**src/rtl/free_list_ctrl_if.sv**
```systemverilog
// Rename/commit-side bus of the physical-register free list.
// master = rename/commit logic, slave = free_list_ctrl.
interface free_list_ctrl_if #(
  parameter int TAG_W = 6
);
  logic             alloc_req;
  logic             alloc_gnt;
  logic [TAG_W-1:0] alloc_prd;
  logic             stall_out;
  logic             free_valid;
  logic [TAG_W-1:0] free_prd;
  logic             commit_alloc;
  logic             flush;
  logic             empty;
  logic [TAG_W-1:0] free_count;
  logic             err;

  modport master (
    output alloc_req, free_valid, free_prd,
    output commit_alloc, flush,
    input  alloc_gnt, alloc_prd, stall_out,
    input  empty, free_count, err
  );

  modport slave (
    input  alloc_req, free_valid, free_prd,
    input  commit_alloc, flush,
    output alloc_gnt, alloc_prd, stall_out,
    output empty, free_count, err
  );
endinterface

```
**src/rtl/free_list_ctrl.sv**
```systemverilog
// Circular free list of physical tags with speculative and
// architectural heads for single-cycle flush recovery.
module free_list_ctrl #(
  parameter int NUM_REG   = 32,
  parameter int NUM_P_REG = 64,
  parameter int DEPTH     = NUM_P_REG - NUM_REG,
  parameter int TAG_W     = $clog2(NUM_P_REG)
) (
  input  logic clk,
  input  logic rst,
  free_list_ctrl_if.slave bus
);
  localparam int AW = $clog2(DEPTH);
  localparam int PW = AW + 1;

  logic [TAG_W-1:0] mem [DEPTH];
  logic [PW-1:0]    spec_head;
  logic [PW-1:0]    arch_head;
  logic [PW-1:0]    tail;
  logic [PW-1:0]    spec_cnt;
  logic [PW-1:0]    arch_cnt;
  logic [PW-1:0]    arch_nxt;
  logic             empty;
  logic             gnt;
  logic             rel_try;
  logic             rel_ok;
  logic             rel_err;
  logic             cmt_ok;
  logic             cmt_err;
  logic             err_q;

  assign spec_cnt = tail - spec_head;
  assign arch_cnt = tail - arch_head;
  assign empty    = (spec_cnt == '0);
  assign gnt      = bus.alloc_req & ~empty
                  & ~bus.flush;

  assign bus.empty      = empty;
  assign bus.alloc_gnt  = gnt;
  assign bus.stall_out  = bus.alloc_req & ~gnt;
  assign bus.free_count = TAG_W'(spec_cnt);
  assign bus.alloc_prd  = mem[spec_head[AW-1:0]];
  assign bus.err        = err_q;

  // p0 is hard-wired x0 and never enters the pool
  assign rel_try = bus.free_valid
                 & (bus.free_prd != '0);
  assign rel_ok  = rel_try
                 & (arch_cnt < PW'(DEPTH));
  assign rel_err = rel_try & ~rel_ok;

  assign cmt_ok  = bus.commit_alloc
                 & (arch_head != spec_head);
  assign cmt_err = bus.commit_alloc & ~cmt_ok;
  assign arch_nxt = cmt_ok ? arch_head + PW'(1)
                           : arch_head;

  always_ff @(posedge clk) begin
    if (!rst) begin
      for (int i = 0; i < DEPTH; i++)
        mem[i] <= TAG_W'(NUM_REG + i);
      spec_head <= '0;
      arch_head <= '0;
      tail      <= PW'(DEPTH);
      err_q     <= 1'b0;
    end else begin
      if (rel_ok) begin
        mem[tail[AW-1:0]] <= bus.free_prd;
        tail <= tail + PW'(1);
      end
      arch_head <= arch_nxt;
      if (bus.flush)
        spec_head <= arch_nxt;
      else if (gnt)
        spec_head <= spec_head + PW'(1);
      if (rel_err | cmt_err)
        err_q <= 1'b1;
    end
  end
endmodule
```
**src/flat_wrapper.sv**
```systemverilog
// flat-port wrapper written by rule: the top's interface ports become plain ports
module free_list_ctrl_flat 
#(
  parameter int NUM_REG   = 32,
  parameter int NUM_P_REG = 64,
  parameter int DEPTH     = NUM_P_REG - NUM_REG,
  parameter int TAG_W     = $clog2(NUM_P_REG)
)
  (clk, rst, bus_alloc_req, bus_free_valid, bus_free_prd, bus_commit_alloc, bus_flush, bus_alloc_gnt, bus_alloc_prd, bus_stall_out, bus_empty, bus_free_count, bus_err);
  free_list_ctrl_if #(.TAG_W(TAG_W)) bus_i ();
  input  logic clk;
  input  logic rst;
  input wire logic [$bits(bus_i.alloc_req)-1:0] bus_alloc_req;
  input wire logic [$bits(bus_i.free_valid)-1:0] bus_free_valid;
  input wire logic [$bits(bus_i.free_prd)-1:0] bus_free_prd;
  input wire logic [$bits(bus_i.commit_alloc)-1:0] bus_commit_alloc;
  input wire logic [$bits(bus_i.flush)-1:0] bus_flush;
  output wire logic [$bits(bus_i.alloc_gnt)-1:0] bus_alloc_gnt;
  output wire logic [$bits(bus_i.alloc_prd)-1:0] bus_alloc_prd;
  output wire logic [$bits(bus_i.stall_out)-1:0] bus_stall_out;
  output wire logic [$bits(bus_i.empty)-1:0] bus_empty;
  output wire logic [$bits(bus_i.free_count)-1:0] bus_free_count;
  output wire logic [$bits(bus_i.err)-1:0] bus_err;
  assign bus_i.alloc_req = bus_alloc_req;
  assign bus_i.free_valid = bus_free_valid;
  assign bus_i.free_prd = bus_free_prd;
  assign bus_i.commit_alloc = bus_commit_alloc;
  assign bus_i.flush = bus_flush;
  assign bus_alloc_gnt = bus_i.alloc_gnt;
  assign bus_alloc_prd = bus_i.alloc_prd;
  assign bus_stall_out = bus_i.stall_out;
  assign bus_empty = bus_i.empty;
  assign bus_free_count = bus_i.free_count;
  assign bus_err = bus_i.err;
  free_list_ctrl #(.NUM_REG(NUM_REG), .NUM_P_REG(NUM_P_REG), .DEPTH(DEPTH), .TAG_W(TAG_W)) u_core (.clk(clk), .rst(rst), .bus(bus_i));
endmodule
```
**config.mk**
```make
export PLATFORM = sky130hd
export DESIGN_NAME = free_list_ctrl_flat
export DESIGN_NICKNAME = d
export VERILOG_FILES = /design/src/rtl/free_list_ctrl_if.sv /design/src/rtl/free_list_ctrl.sv /design/src/flat_wrapper.sv
export SDC_FILE = /design/constraint.sdc
export NUM_CORES = 1
export LEC_CHECK = 0
export CAP_MARGIN = 5
export CORE_UTILIZATION = 45
export CTS_CLUSTER_DIAMETER = 200
export CTS_CLUSTER_SIZE = 10
export DETAILED_ROUTE_END_ITERATION = 8
export GPL_ROUTABILITY_DRIVEN = 1
export GPL_TIMING_DRIVEN = 0
export PLACE_DENSITY_LB_ADDON = 0.2
export SYNTH_ARGS = -nofsm -noshare
export SYNTH_HDL_FRONTEND = slang
export SYNTH_SLANG_ARGS = --single-unit
```
**constraint.sdc**
```tcl
create_clock -name clk -period 5.7 [get_ports clk]
set_clock_uncertainty 0.05 [all_clocks]
set_input_delay 1.71 -clock clk [delete_from_list [all_inputs] [get_ports clk]]
set_output_delay 1.71 -clock clk [all_outputs]
set_load 0.01 [all_outputs]
```
==> impl_metrics.json <==
{
  "synth_flop_cell": "edfxtp_1",
  "wl_per_cell_microns": 25.8,
  "fin_crit_sh_pct": 93.7,
  "routed_wl_mm": 29.9,
  "timing.rr.start": "u_core.tail[4]",
  "tritoncts": "done",
  "start_util_pct": 45.9,
  "nets": 881,
  "area_growth_pct": 12.9,
  "clk_path_buf_depth": 3,
  "dieArea_sq_mm": 0.0237,
  "synth_nets": 829,
  "power_density_mw_per_mm2": 350,
  "first_pass_iters": 5,
  "rsz0062_at_grt": "false",
  "core_area_sq_mm": 0.0226,
  "crit_path_frequent_cell": "mux4_2",
  "drv_slew": 0,
  "tns_ps": 0,
  "grt_pass1_vias": 6949,
  "gp_congestion": 0.873,
  "drt-vias-per-instance": 6.13,
  "die_h_microns": 154,
  "pre_cts_ws_ps": 369,
  "ir_drop_mv": 0.166,
  "leakage_nw": 3.54,
  "synth_top_area_cell": "edfxtp_1",
  "crit_buf_inv": 3,
  "dr_total_vias": 7081,
  "synthCells": 801,
  "antenna_found_initial": 1,
  "syn_avg_cell_area_sq_um": 13.0,
  "ys_ff_latch": 216,
  "synth_area_sq_mm": 0.0104,
  "timing_worst_slew_pin_value_ps": 1100,
  "cts.root.buffer_cell": "clkbuf_16",
  "slowest_stage": "clkdlybuf4s15_2",
  "worst-endpoint-arrival_ps": 3580,
  "antenna_left": 0,
  "drv_cap": 0,
  "cp-start-kind": "register",
  "hold_ws_ps": 470,
  "core.rowCount": 55,
  "worstPathRequired_ps": 3940,
  "clk_latency_ps": 510,
  "grt_max_degree": 12,
  "postCtsSetupBuffers": 0,
  "hold_path.startpoint": "u_core.bus.err",
  "status": "finished, final reports clean",
  "grt_util_met2_pct": 42.2,
  "diodes": 0,
  "yosys_warnings": 0,
  "hpwl_mm": 20.6,
  "crit_type": "register to primary output",
  "hold_violations": 0,
  "critPathMaxFanout": 10,
  "grtUsageTotal_pct": 25.9,
  "grt-ovfl-total": 0,
  "htree_levels": 1,
  "async_flop_share_pct": 0,
  "fin_util_pct": 51.8,
  "cts_sinks": 216,
  "synth_edf_count": 192,
  "synth_area_leaders": "edfxtp_1 55%, mux4_2 13%, dfxtp_1 4.6%, nand2_1 4.0%, nor2_1 3.1%",
  "grt_pass1_wl_mm": 44.2,
  "die_w_microns": 154,
  "io_pins": 28,
  "critPathTopFamily": "buffers and inverters",
  "layout-drive-gt1-share_pct": 14.4,
  "numPortBuffers": 25,
  "cts_buffers": 25,
  "drt-initial-drc-count": 808,
  "synth_seq_area_share_pct": 60.1,
  "min_path_type": "register to register",
  "yosysTopAreaCellShare_pct": 55.5,
  "min_period_ps": 5340,
  "grt_util_met3_pct": 4.65,
  "setup_slack_ps": 358,
  "clock.fmax_mhz": 187,
  "grt_busiest_layer": "met2",
  "crit_chain": "clkbuf_2 > clkdlybuf4s15_2 > mux4_2 > mux4_2 > mux2_2 > clkdlybuf4s50_1",
  "met1_usage_pct": 34.9,
  "drc": 0,
  "max_stage_delay_ps": 540,
  "path_clk_slew_ps": 60,
  "cts_hold_buf": 0,
  "end_kind": "primary output",
  "slew_headroom_pct": 26.9,
  "synthDistinctLibCells": 56,
  "setup_violations": 0
}
-- state kept, by name (all words and copies together) (netlist names), named ones only --
signal and cells:
u_core.mem 192, u_core.arch_head 6, u_core.spec_head 6, u_core.tail 6, u_core.bus.err 1
-- report_power, final --
part           switching [mW]  leakage, nW  internal [mW]
sequential             0.0402         1.93           1.78
clock                   0.611        0.345          0.864
combinational           0.473         1.27          0.338
-- cell usage after synthesis, drive strengths merged, types with 4 or more instances --
library cell / number
edfxtp: 192
nand2: 112
nor2: 85
mux4: 60
nand3: 46
o21ai: 44
nor3: 40
buf: 30
clkbuf: 27
dfxtp: 24
inv: 17
ha: 15
xnor2: 13
and2: 10
a21oi: 7
mux2: 6
or2: 5
or4: 5
a21o: 4
and3: 4
mux2i: 4
nand4: 4
or3: 4
xor2: 4
-- what timing repair did --
item	in CTS	in global routing
endpoints found under the setup margin	6	1
endpoints found under the hold margin	0	0
pin swaps	0	0
resized for setup	3	2
-- layer usage --
metal	share of wire (%)	vias to the layer above	wire [microns]
met5	0.027	-	8
met1	39	3487	11800
met3	8.9	78	2650
li1	-	3125	-
met2	48	389	14300
met4	3.7	2	1100
-- cell usage in the layout (no fill, tap or decap), drive strengths merged, types with 3 or more instances in the layout --
master         instances
a211oi                 3
a21o                   4
a21oi                  7
a31oi                  3
and2                  10
and3                   4
buf                   29
clkbuf                71
clkdlybuf4s50         25
dfxtp                 24
edfxtp               192
ha                    15
inv                   17
mux2                   6
mux2i                  4
mux4                  60
nand2                112
nand3                 46
nand4                  4
nor2                  85
nor3                  40
o211ai                 3
o21ai                 44
o31a                   3
or2                    5
or3                    4
or4                    5
xnor2                 13
xor2                   4
-- kinds of logic (layout without fill, tap and decap cells) --
logic type	after synthesis	count (layout)	share of synthesized area [%]
AOI/OAI and AO/OA	84	84	5.25
xor gates and xnor gates	17	17	1.43
adders and majority gates	16	16	2.00
buffers and inverters	74	144	3.17
and+or+nand+nor	324	324	14.0
DFF	216	216	60.1
muxes	70	70	14.0
-- stage by stage --
stage / total power, mW / area, sq um / cells
detailed placement: 2.66 / 11000 / 1111
finish: 4.11 / 11700 / 1156
CTS: 4.11 / 11700 / 1156
global route: 4.23 / 11700 / 1156
floorplan: 2.35 / 10400 / 801
global placement: 2.66 / 11000 / 1111
-- worst paths after layout --
| check | to | slack (ps) | cells past startpoint |
|---|---|---|---|
| worst max-delay path | bus_alloc_prd[2] | 360 | 6 |
| worst min-delay path | u_core.bus.err | 470 | 2 |
| worst max register to register | u_core.mem[20][2] | 2160 | 8 |
| worst min register to register | u_core.bus.err | 470 | 2 |
-- worst min-delay path, stage by stage (launching register included) --
cell,delay [ps]
dfxtp_1,340
a221oi_1,50
nor2_1,90
-- cell type report --
| cell class | instances | area [sq um] |
|---|---|---|
| Sequential cell | 216 | 6250 |
| Clock inverter | 1 | 30.0 |
| Buffer | 57 | 275 |
| Tap cell | 285 | 357 |
| Timing Repair Buffer | 25 | 250 |
| Fill cell | 1910 | 10900 |
| Clock buffer | 44 | 697 |
| Multi-Input combinational cell | 511 | 3820 |
| Inverter | 17 | 63.8 |
(Power assumes the default switching activity.)
